===== src/rtl/decode_pkg.sv =====
// Shared RV32I decode constants: opcodes, ALU operation codes, operand-A
// select encodings and the immediate-format selector used by decode_imm_gen.
package decode_pkg;

  localparam int unsigned INSTR_BITS = 32;

  // Major opcodes (instr[6:0])
  localparam logic [6:0] OP_R      = 7'b0110011;
  localparam logic [6:0] OP_IALU   = 7'b0010011;
  localparam logic [6:0] OP_LOAD   = 7'b0000011;
  localparam logic [6:0] OP_STORE  = 7'b0100011;
  localparam logic [6:0] OP_BRANCH = 7'b1100011;
  localparam logic [6:0] OP_JAL    = 7'b1101111;
  localparam logic [6:0] OP_JALR   = 7'b1100111;
  localparam logic [6:0] OP_LUI    = 7'b0110111;
  localparam logic [6:0] OP_AUIPC  = 7'b0010111;

  // ALU_Control codes; branch compares are ALU_BRANCH | funct3
  localparam logic [5:0] ALU_ADD    = 6'b000000;
  localparam logic [5:0] ALU_SUB    = 6'b001000;
  localparam logic [5:0] ALU_JUMP   = 6'b011111;
  localparam logic [5:0] ALU_BRANCH = 6'b010000;
  localparam logic [5:0] ALU_SRAI   = 6'b001101;

  // Operand A selects
  localparam logic [1:0] OPA_RS1  = 2'b00;
  localparam logic [1:0] OPA_PC   = 2'b01;
  localparam logic [1:0] OPA_PC4  = 2'b10;
  localparam logic [1:0] OPA_ZERO = 2'b11;

  typedef enum logic [2:0] {
    IMM_NONE,
    IMM_I,
    IMM_S,
    IMM_B,
    IMM_U,
    IMM_J
  } imm_fmt_e;

endpackage


===== src/rtl/decode_imm_gen.sv =====
// Immediate generator: reassembles and sign-extends the immediate of the
// selected RV32I format.
//   instr_hi : instruction bits [31:7] (opcode bits are not needed here)
//   fmt      : immediate format chosen by the decoder
//   imm32    : sign-extended immediate, zero for IMM_NONE
module decode_imm_gen
  import decode_pkg::*;
(
  input  logic [31:7] instr_hi,
  input  imm_fmt_e    fmt,
  output logic [31:0] imm32
);

  always_comb begin
    imm32 = '0;
    case (fmt)
      IMM_I: imm32 = {{20{instr_hi[31]}}, instr_hi[31:20]};
      IMM_S: imm32 = {{20{instr_hi[31]}}, instr_hi[31:25], instr_hi[11:7]};
      IMM_B: imm32 = {{19{instr_hi[31]}}, instr_hi[31], instr_hi[7],
                      instr_hi[30:25], instr_hi[11:8], 1'b0};
      IMM_U: imm32 = {instr_hi[31:12], 12'b0};
      IMM_J: imm32 = {{11{instr_hi[31]}}, instr_hi[31], instr_hi[19:12],
                      instr_hi[20], instr_hi[30:21], 1'b0};
      default: imm32 = '0;
    endcase
  end

endmodule


===== src/rtl/decode.sv =====
// RV32I single-cycle decoder: register selects, immediate, ALU/operand
// selects, memory/writeback controls and next-PC target, all combinational;
// plus a sticky illegal-instruction flag.
// Build option: DECODE_STRICT_FUNCT_EN also treats bad funct fields as illegal.
// Ports:
//   clock, reset        : clock (flag only), async active-low reset
//   PC, instruction     : current instruction address and word
//   JALR_target, branch : ALU-computed jalr target and branch condition
//   next_PC_select, target_PC : fetch redirect control and address
//   read_sel1/2, write_sel    : raw rs1/rs2/rd fields
//   wEn, branch_op, imm32, op_A_sel, op_B_sel, ALU_Control,
//   mem_wEn, wb_sel           : datapath controls
//   illegal                   : sticky illegal-instruction flag
module decode
  import decode_pkg::*;
#(
  parameter int unsigned ADDRESS_BITS = 16
) (
  input  logic                    clock,
  input  logic                    reset,
  input  logic [ADDRESS_BITS-1:0] PC,
  input  logic [31:0]             instruction,
  input  logic [ADDRESS_BITS-1:0] JALR_target,
  input  logic                    branch,
  output logic                    next_PC_select,
  output logic [ADDRESS_BITS-1:0] target_PC,
  output logic [4:0]              read_sel1,
  output logic [4:0]              read_sel2,
  output logic [4:0]              write_sel,
  output logic                    wEn,
  output logic                    branch_op,
  output logic [31:0]             imm32,
  output logic [1:0]              op_A_sel,
  output logic                    op_B_sel,
  output logic [5:0]              ALU_Control,
  output logic                    mem_wEn,
  output logic                    wb_sel,
  output logic                    illegal
);

  logic [6:0]              opcode;
  logic [2:0]              funct3;
  logic [6:0]              funct7;
  logic                    opcode_ok;
  logic                    funct_ok;
  logic                    illegal_instr_c;
  imm_fmt_e                imm_fmt;
  logic [ADDRESS_BITS-1:0] pc_plus4;
  logic [ADDRESS_BITS-1:0] pc_plus_imm;

  assign opcode    = instruction[6:0];
  assign funct3    = instruction[14:12];
  assign funct7    = instruction[31:25];
  assign read_sel1 = instruction[19:15];
  assign read_sel2 = instruction[24:20];
  assign write_sel = instruction[11:7];

  assign pc_plus4    = PC + ADDRESS_BITS'(4);
  assign pc_plus_imm = PC + ADDRESS_BITS'(imm32);

  // Opcode legality
  always_comb begin
    opcode_ok = 1'b0;
    case (opcode)
      OP_R, OP_IALU, OP_LOAD, OP_STORE, OP_BRANCH,
      OP_JAL, OP_JALR, OP_LUI, OP_AUIPC: opcode_ok = 1'b1;
      default: opcode_ok = 1'b0;
    endcase
  end

`ifdef DECODE_STRICT_FUNCT_EN
  // Funct-field legality for the subset the core implements
  always_comb begin
    funct_ok = 1'b1;
    case (opcode)
      OP_R: funct_ok = (funct7 == 7'b0000000) ||
                       ((funct7 == 7'b0100000) && ((funct3 == 3'b000) || (funct3 == 3'b101)));
      OP_IALU: begin
        if (funct3 == 3'b001) begin
          funct_ok = (funct7 == 7'b0000000);
        end else if (funct3 == 3'b101) begin
          funct_ok = (funct7 == 7'b0000000) || (funct7 == 7'b0100000);
        end
      end
      OP_LOAD, OP_STORE: funct_ok = (funct3 == 3'b010);
      OP_BRANCH:         funct_ok = (funct3 != 3'b010) && (funct3 != 3'b011);
      OP_JALR:           funct_ok = (funct3 == 3'b000);
      default:           funct_ok = 1'b1;
    endcase
  end
`else
  assign funct_ok = 1'b1;
`endif

  assign illegal_instr_c = !(opcode_ok && funct_ok);

  // Control decode; illegal instructions keep every default
  always_comb begin
    imm_fmt        = IMM_NONE;
    wEn            = 1'b0;
    mem_wEn        = 1'b0;
    wb_sel         = 1'b0;
    branch_op      = 1'b0;
    op_A_sel       = OPA_RS1;
    op_B_sel       = 1'b1;
    ALU_Control    = ALU_ADD;
    target_PC      = pc_plus4;
    next_PC_select = 1'b0;
    if (!illegal_instr_c) begin
      case (opcode)
        OP_R: begin
          wEn         = 1'b1;
          op_B_sel    = 1'b0;
          ALU_Control = {2'b00, funct7[5], funct3};
        end
        OP_IALU: begin
          imm_fmt     = IMM_I;
          wEn         = 1'b1;
          // Only SRAI carries funct7 into the ALU code; other shifts ignore it
          ALU_Control = ((funct3 == 3'b101) && (funct7 == 7'b0100000)) ?
                        ALU_SRAI : {3'b000, funct3};
        end
        OP_LOAD: begin
          imm_fmt = IMM_I;
          wEn     = 1'b1;
          wb_sel  = 1'b1;
        end
        OP_STORE: begin
          imm_fmt = IMM_S;
          mem_wEn = 1'b1;
        end
        OP_BRANCH: begin
          imm_fmt        = IMM_B;
          branch_op      = 1'b1;
          op_B_sel       = 1'b0;
          ALU_Control    = ALU_BRANCH | {3'b000, funct3};
          target_PC      = pc_plus_imm;
          next_PC_select = branch;
        end
        OP_JAL: begin
          imm_fmt        = IMM_J;
          wEn            = 1'b1;
          op_A_sel       = OPA_PC4;
          ALU_Control    = ALU_JUMP;
          target_PC      = pc_plus_imm;
          next_PC_select = 1'b1;
        end
        OP_JALR: begin
          imm_fmt        = IMM_I;
          wEn            = 1'b1;
          op_A_sel       = OPA_PC4;
          ALU_Control    = ALU_JUMP;
          target_PC      = JALR_target;
          next_PC_select = 1'b1;
        end
        OP_LUI: begin
          imm_fmt  = IMM_U;
          wEn      = 1'b1;
          op_A_sel = OPA_ZERO;
        end
        OP_AUIPC: begin
          imm_fmt  = IMM_U;
          wEn      = 1'b1;
          op_A_sel = OPA_PC;
        end
        default: imm_fmt = IMM_NONE;
      endcase
    end
  end

  decode_imm_gen u_imm_gen (
    .instr_hi (instruction[31:7]),
    .fmt      (imm_fmt),
    .imm32    (imm32)
  );

  // Sticky illegal flag; reset dominates a simultaneous set
  always_ff @(posedge clock or negedge reset) begin
    if (!reset) begin
      illegal <= 1'b0;
    end else if (illegal_instr_c) begin
      illegal <= 1'b1;
    end
  end

endmodule


===== config.mk =====
export PLATFORM = sky130hd
export DESIGN_NAME = decode
export DESIGN_NICKNAME = d
export VERILOG_FILES = /design/src/rtl/decode_pkg.sv /design/src/rtl/decode_imm_gen.sv /design/src/rtl/decode.sv
export SDC_FILE = /design/constraint.sdc
export NUM_CORES = 1
export LEC_CHECK = 0
export ABC_AREA = 1
export BUFFER_PORTS_ARGS = -buffer_cell sky130_fd_sc_hd__clkbuf_2
export CORE_ASPECT_RATIO = 0.75
export CORE_MARGIN = 2
export CORE_UTILIZATION = 43
export CTS_CLUSTER_SIZE = 24
export DETAILED_ROUTE_END_ITERATION = 12
export GPL_ROUTABILITY_DRIVEN = 0
export HOLD_SLACK_MARGIN = 0.02
export PLACE_DENSITY = 0.87
export SETUP_SLACK_MARGIN = 0.1
export SLEW_MARGIN = 10
export SYNTH_ARGS = -nofsm -noshare
export SYNTH_HDL_FRONTEND = slang
export SYNTH_SLANG_ARGS = --single-unit
export TNS_END_PERCENT = 50

===== constraint.sdc =====
create_clock -name clock -period 4.1 [get_ports clock]
set_clock_uncertainty 0.1 [all_clocks]
set_input_delay 0.82 -clock clock [delete_from_list [all_inputs] [get_ports clock]]
set_output_delay 0.82 -clock clock [all_outputs]
set_load 0.1 [all_outputs]

==> results of run 1 <==
logic make-up after synthesis:
| logic type | synth area share |
|---|---|
| other cells | 0.00174 |
| xor+xnor | 0.0407 |
| fa+ha+maj | 0.102 |
| simple gates | 0.499 |
| compound gates | 0.180 |
| buf+inv | 0.164 |
| flops | 0.0116 |
what timing repair did:
action                                  4_1_cts  5_1_grt
endpoints found under the hold margin         0        0
endpoints found under the setup margin       14       13
pin swaps                                    25       26
resized for setup                            63       43
setup buffers                                14        8
report_power, final:
| part | internal, mW | leakage [nW] | total (mW) | switching (mW) |
|---|---|---|---|---|
| combinational | 0.167 | 2.42 | 0.544 | 0.377 |
| sequential | 0.0100 | 0.00875 | 0.0100 | 0 |
| clock | 0 | 0 | 0 | 0 |
| total | 0.177 | 2.43 | 0.554 | 0.377 |
final timing paths:
kind                                startpoint             endpoint  slack, ps
max                             instruction[3]        target_PC[10]       -230
min                        illegal$_DFFE_PN0P_  illegal$_DFFE_PN0P_        380
max reg2reg                illegal$_DFFE_PN0P_  illegal$_DFFE_PN0P_       3360
min reg2reg                illegal$_DFFE_PN0P_  illegal$_DFFE_PN0P_        380
max in group asynchronous                reset  illegal$_DFFE_PN0P_       3320
min in group asynchronous                reset  illegal$_DFFE_PN0P_        500
routing by layer:
metal | vias up | wire length (um) | global-route usage
met5 | - | 0 | 0
met1 | 1704 | 4220 | 0.430
met3 | 121 | 1250 | 0.0540
li1 | 1649 | - | -
met2 | 338 | 5760 | 0.711
met4 | 0 | 952 | 0.210
metrics by stage:
step           instance area (um2)  TNS (ps)   util  total power [mW]  hold slack [ps]
2_1_floorplan                 2420     -8660      -             0.344              424
6_report                      4320     -1130  0.891             0.554              380
3_3_place_gp                  3640      -775  0.752             0.479              358
3_5_place_dp                  3640     -2640  0.752             0.488              373
4_1_cts                       4110     -55.5  0.849             0.523              374
5_1_grt                       4320     -1850  0.891             0.572              400
Yosys cell counts (all sizes together), types with 5 or more instances:
library cell | instances | share of area
nor3 | 5 | 0.016
a21oi | 20 | 0.048
nor2 | 29 | 0.070
o21ai | 12 | 0.033
nand2 | 130 | 0.25
o21bai | 6 | 0.021
buf | 20 | 0.069
xor2 | 6 | 0.024
inv | 53 | 0.094
nand3 | 47 | 0.12
ha | 16 | 0.093
o211ai | 7 | 0.027
layout make-up:
type	count	area [um2]
multi-input combinational	312	2440
fill	225	529
tap	60	75.1
timing repair buffer	213	1540
inverter	53	239
sequential	1	25.0
==> metrics.md, run 1 <==
| Metric | Value |
|---|---|
| Synth Flop Type | `dfrtp_1` |
| ANT cells | `0` |
| WL/cell | `19.1 um` |
| Placed insts | `619` |
| Unrepaired setup endpoints after global routing | `yes` |
| Layout area overhead | `101%` |
| Core area | `4840 um2` |
| Slowest CP cell | `fa_2` |
| CP Capture Type | `output port` |
| Worst slew margin | `0.614` |
| R2R depth | `1` |
| Largest net degree at the start of global routing | `18` |
| Maxcap violations | `0` |
| HP Class | `register to register` |
| Cell area power density | `128 nW/um2` |
| Fmax | `231 MHz` |
| Syn Area/Cell | `5.56 um2` |
| Hold-critical path depth | `1` |
| Cell Chain, Critical Path | `clkbuf_16, clkinv_8, nand2_4, nor2_4, nand2_2, nand3_2, inv_2, nand2_4, buf_6, a22o_4, fa_2, nand2_2, nand2_2, nand2_4, nand2_4, nand2_4, nand3_4, a21oi_2, inv_1, nand2_2, nand3_2, nand3_4, buf_12` |
| Sequential area share after synthesis | `0.0116` |
| Most frequent cells in the layout | `clkbuf_2 (122), nand2_1 (92), buf_4 (68), inv_1 (40), nand2_2 (24)` |
| Max IR drop VDD | `0.166 mV` |
| Vias | `3812` |
| WP buf/inv | `6` |
| Worst skew pair latency | `0 ps` |
| Num rows | `22` |
| Failing checks | `negative setup slack` |
| Gate Count Post-Synth | `387` |
| Crit path time final | `4330 ps` |
| Initial core utilization | `0.444` |
| Yosys cell types | `45` |
| Non-Filler Instances | `639` |
| Die width | `85.7 um` |
| Tcrit/Tclk final | `1.06` |
| Worst Path Required | `3180 ps` |
| Max reg flops | `1` |
| Die Area | `5590 um2` |
| Vias in the first global route | `3693` |
| Post-synth ARST share | `1.00` |
| Setup Crit Path Kind | `input port to output port` |
| First-pass GRT wire length | `17.3 mm` |
| Pre-CTS WS | `-299 ps` |
| # nets final | `665` |
| Slowest Stage Delay on Critical Path | `380 ps` |
| Commonest non-fill, non-tap cell in the layout | `clkbuf_2` |
| Post-synth EDFFs | `0` |
| # setup viols final | `12` |
| CP arrival | `3410 ps` |
| Post-Route WL | `12.2 mm` |
| DP HPWL | `7.68 mm` |
| Routed vias/inst | `5.97` |
| Initial drt markers | `427` |
| Top delay family on crit path | `simple AND/OR/NAND/NOR gates` |
| Antenna Nets Post-Route | `0` |
| Remaining DRCs | `0` |
| Clock transition at the registers of the reported paths | `0 ps` |
| Number of stages on the worst setup path | `23` |
| GRT Util Overall | `0.386` |
| Share of post-route cells with drive strength above 1 | `0.604` |
| Die H | `65.3 um` |
| Status | `finished, violations left` |
| # IOs | `145` |
| Most Frequent Cell on Critical Path | `nand2_4` |
| Drt pass-1 iters | `7` |
| Hold-fix buffers, CTS | `0` |
| Biggest regs | `illegal x1` |
| Final hold vios | `0` |
| GR Overflow Total | `0` |
| Post-synthesis sequential element count | `1` |
| Cell Area, Synth | `2150 um2` |
| Slew Viols, Final | `0` |
| Leak Pwr | `2.43 nW` |
| Synth warnings | `0` |
| Setup crit start kind | `input port` |
| Biggest register | `illegal` |
| Fin worst setup slack | `-227 ps` |
| Worst Max-Slew Pin Slew | `581 ps` |
| Initial antenna violation count | `0` |
| IO buf count | `143` |
| CP Max Fanout | `5` |
| Syn nets | `471` |
Power figures use the tool's default switching activity.
==> run 2, diff against run 1 <==
--- a/config.mk
+++ b/config.mk
@@ -9,15 +9,16 @@
 export BUFFER_PORTS_ARGS = -buffer_cell sky130_fd_sc_hd__clkbuf_2
 export CORE_ASPECT_RATIO = 0.75
 export CORE_MARGIN = 2
-export CORE_UTILIZATION = 43
+export CORE_UTILIZATION = 45
 export CTS_CLUSTER_SIZE = 24
 export DETAILED_ROUTE_END_ITERATION = 12
 export GPL_ROUTABILITY_DRIVEN = 0
 export HOLD_SLACK_MARGIN = 0.02
-export PLACE_DENSITY = 0.87
+export PLACE_DENSITY = 0.88
 export SETUP_SLACK_MARGIN = 0.1
 export SLEW_MARGIN = 10
 export SYNTH_ARGS = -nofsm -noshare
 export SYNTH_HDL_FRONTEND = slang
+export SYNTH_HIERARCHICAL = 1
 export SYNTH_SLANG_ARGS = --single-unit
 export TNS_END_PERCENT = 50
==> run 2 against run 1 <==
Compared with the run above: the flow now stops in clock tree synthesis; synthesized cell count is 20% higher; synthesized area is 10% higher.
==> metrics.md, run 2 <==
| Metric | Value |
|---|---|
| Synth Area in Adders | `0.0927` |
| Placed instance area | `4860 um2` |
| Hold-fix buffers, CTS | `0` |
| Mux cell area share after synthesis | `0` |
| Synth warnings | `6` |
| Sequential area share after synthesis | `0.0105` |
| Synth Flop Type | `dfrtp_1` |
| # IOs | `145` |
| Stop stage | `clock tree synthesis` |
| Post-synth top area cell | `nand2_1` |
| Synth top cells by count | `nand2_1 (145), nand3_1 (88), inv_1 (68), nor2_1 (37), buf_4 (22)` |
| Status | `aborted with a tool error` |
| Syn Area/Cell | `5.10 um2` |
| Cell Area, Synth | `2370 um2` |
| Error | `[ERROR DPL-0038] Utilization greater than 100%, impossible to legalize` |
| Largest family of logic cells by synthesized area | `simple AND/OR/NAND/NOR gates` |
| Initial core utilization | `0.477` |
| Post-synthesis sequential element count | `1` |
| Resize count post-CTS | `92` |
| IO buf count | `143` |
| XOR/XNOR Fraction of Synth Area | `0.0369` |
| Top-count cell post-synth | `nand2_1` |
| Yosys cell types | `36` |
| Post-synth EDFFs | `0` |
| Post-synth ARST share | `1.00` |
| Die H | `66.9 um` |
| Die width | `87.9 um` |
| Syn nets | `550` |
| Gate Count Post-Synth | `466` |
| DP HPWL | `12.7 mm` |
| Synth top area share | `0.229` |
| Synth Area in Simple Gates | `0.571` |
| Num rows | `22` |
| Post CTS Setup Buffer Count | `19` |
| Synth Area in Compound Gates | `0.0743` |
| Synth top area cells | `nand2_1 (23%), nand3_1 (19%), inv_1 (11%), ha_1 (8.4%), buf_4 (7.0%)` |
## run 2: cell types whose count changed after synthesis, moves of 4 or more
| cell | change |
|---|---|
| nand4_1 | +4 |
| a21oi_1 | -9 |
| inv_1 | +24 |
| nand2_1 | +28 |
| a22o_1 | -4 |
| nand2_2 | -8 |
| nor2_2 | -4 |
| nand3_1 | +46 |
| o21bai_1 | -5 |
| buf_6 | +4 |
| o21ai_0 | +4 |
| nor2_1 | +15 |
## run 2: cell families after synthesis
group,Yosys count
other cells,1
simple gates,303
compound gates,30
fa+ha+maj,17
xor+xnor,10
buf+inv,104
flops,1
## run 2: metrics by stage
| stage | std cells | setup slack [ps] | hold WS [ps] |
|---|---|---|---|
| 2_1_floorplan | 466 | -2330 | 424 |
| 3_3_place_gp | 724 | -335 | 359 |
| 3_5_place_dp | 724 | -735 | 400 |
==> run 3, diff against run 2 <==
--- a/config.mk
+++ b/config.mk
@@ -7,15 +7,11 @@
 export LEC_CHECK = 0
 export ABC_AREA = 1
 export BUFFER_PORTS_ARGS = -buffer_cell sky130_fd_sc_hd__clkbuf_2
-export CORE_ASPECT_RATIO = 0.75
 export CORE_MARGIN = 2
-export CORE_UTILIZATION = 45
-export CTS_CLUSTER_SIZE = 24
+export CORE_UTILIZATION = 40
 export DETAILED_ROUTE_END_ITERATION = 12
 export GPL_ROUTABILITY_DRIVEN = 0
-export HOLD_SLACK_MARGIN = 0.02
-export PLACE_DENSITY = 0.88
-export SETUP_SLACK_MARGIN = 0.1
+export PLACE_DENSITY_LB_ADDON = 0.15
 export SLEW_MARGIN = 10
 export SYNTH_ARGS = -nofsm -noshare
 export SYNTH_HDL_FRONTEND = slang
==> run 3 against run 2 <==
Compared with the run above: the run fails in global routing; synthesized area did not move; synthesized cell count stayed put.
==> metrics.md, run 3 <==
| Metric | Value |
|---|---|
| GR Overflow Total | `1` |
| Post-synth EDFFs | `0` |
| Post-synth top area cell | `nand2_1` |
| DP HPWL | `9.65 mm` |
| Synth top area cells | `nand2_1 (23%), nand3_1 (19%), inv_1 (11%), ha_1 (8.4%), buf_4 (7.0%)` |
| Num rows | `28` |
| IO buf count | `143` |
| Syn Area/Cell | `5.10 um2` |
| Synth warnings | `6` |
| Category of the worst endpoint | `primary output` |
| GRT Util Overall | `0.583` |
| Syn nets | `550` |
| Initial core utilization | `0.408` |
| Synth top area share | `0.229` |
| Top-count cell post-synth | `nand2_1` |
| Die width | `81.1 um` |
| Synth Flop Type | `dfrtp_1` |
| Largest net degree at the start of global routing | `18` |
| Gate Count Post-Synth | `466` |
| Hold-fix buffers, CTS | `0` |
| Synth top cells by count | `nand2_1 (145), nand3_1 (88), inv_1 (68), nor2_1 (37), buf_4 (22)` |
| Status | `aborted with a tool error` |
| GRT worst endpoint | `target_PC[14]` |
| Sequential area share after synthesis | `0.0105` |
| Pre-CTS WS | `-451 ps` |
| Post-synth ARST share | `1.00` |
| Cell Area, Synth | `2370 um2` |
| # IOs | `145` |
| Die H | `81.1 um` |
| Stop stage | `global routing` |
| Yosys cell types | `36` |
| Post-synthesis sequential element count | `1` |
| Error | `[ERROR GRT-0232] Routing congestion too high. Check the congestion heatmap in the GUI.` |
[run 3: logic make-up after synthesis]
group                    share of synthesized area
buffers and inverters                        0.213
adder cells (fa/ha/maj)                     0.0927
XOR/XNOR                                    0.0369
AO/OA/AOI/OAI                               0.0743
AND/OR/NAND/NOR                              0.571
other                                      0.00158
flip-flops                                  0.0105
[run 3: per-stage QoR]
step | area, um2 | setup TNS, ps | std cells
2_1_floorplan | 2960 | -30980 | 466
3_3_place_gp | 4830 | -3570 | 728
3_5_place_dp | 4830 | -5210 | 728
4_1_cts | 5250 | -1900 | 746
[run 3: metal layers]
| layer | overflow | GRT usage |
|---|---|---|
| met3 | 0 | 0.322 |
| met4 | 1 | 0.615 |
| met5 | 0 | 0 |
| met2 | 0 | 0.860 |
| met1 | 0 | 0.549 |
[run 3: repair_timing]
item / CTS
pin swaps: 49
hold endpoints to repair: 0
setup endpoints to repair: 15
resized for setup: 70
setup buffers: 18
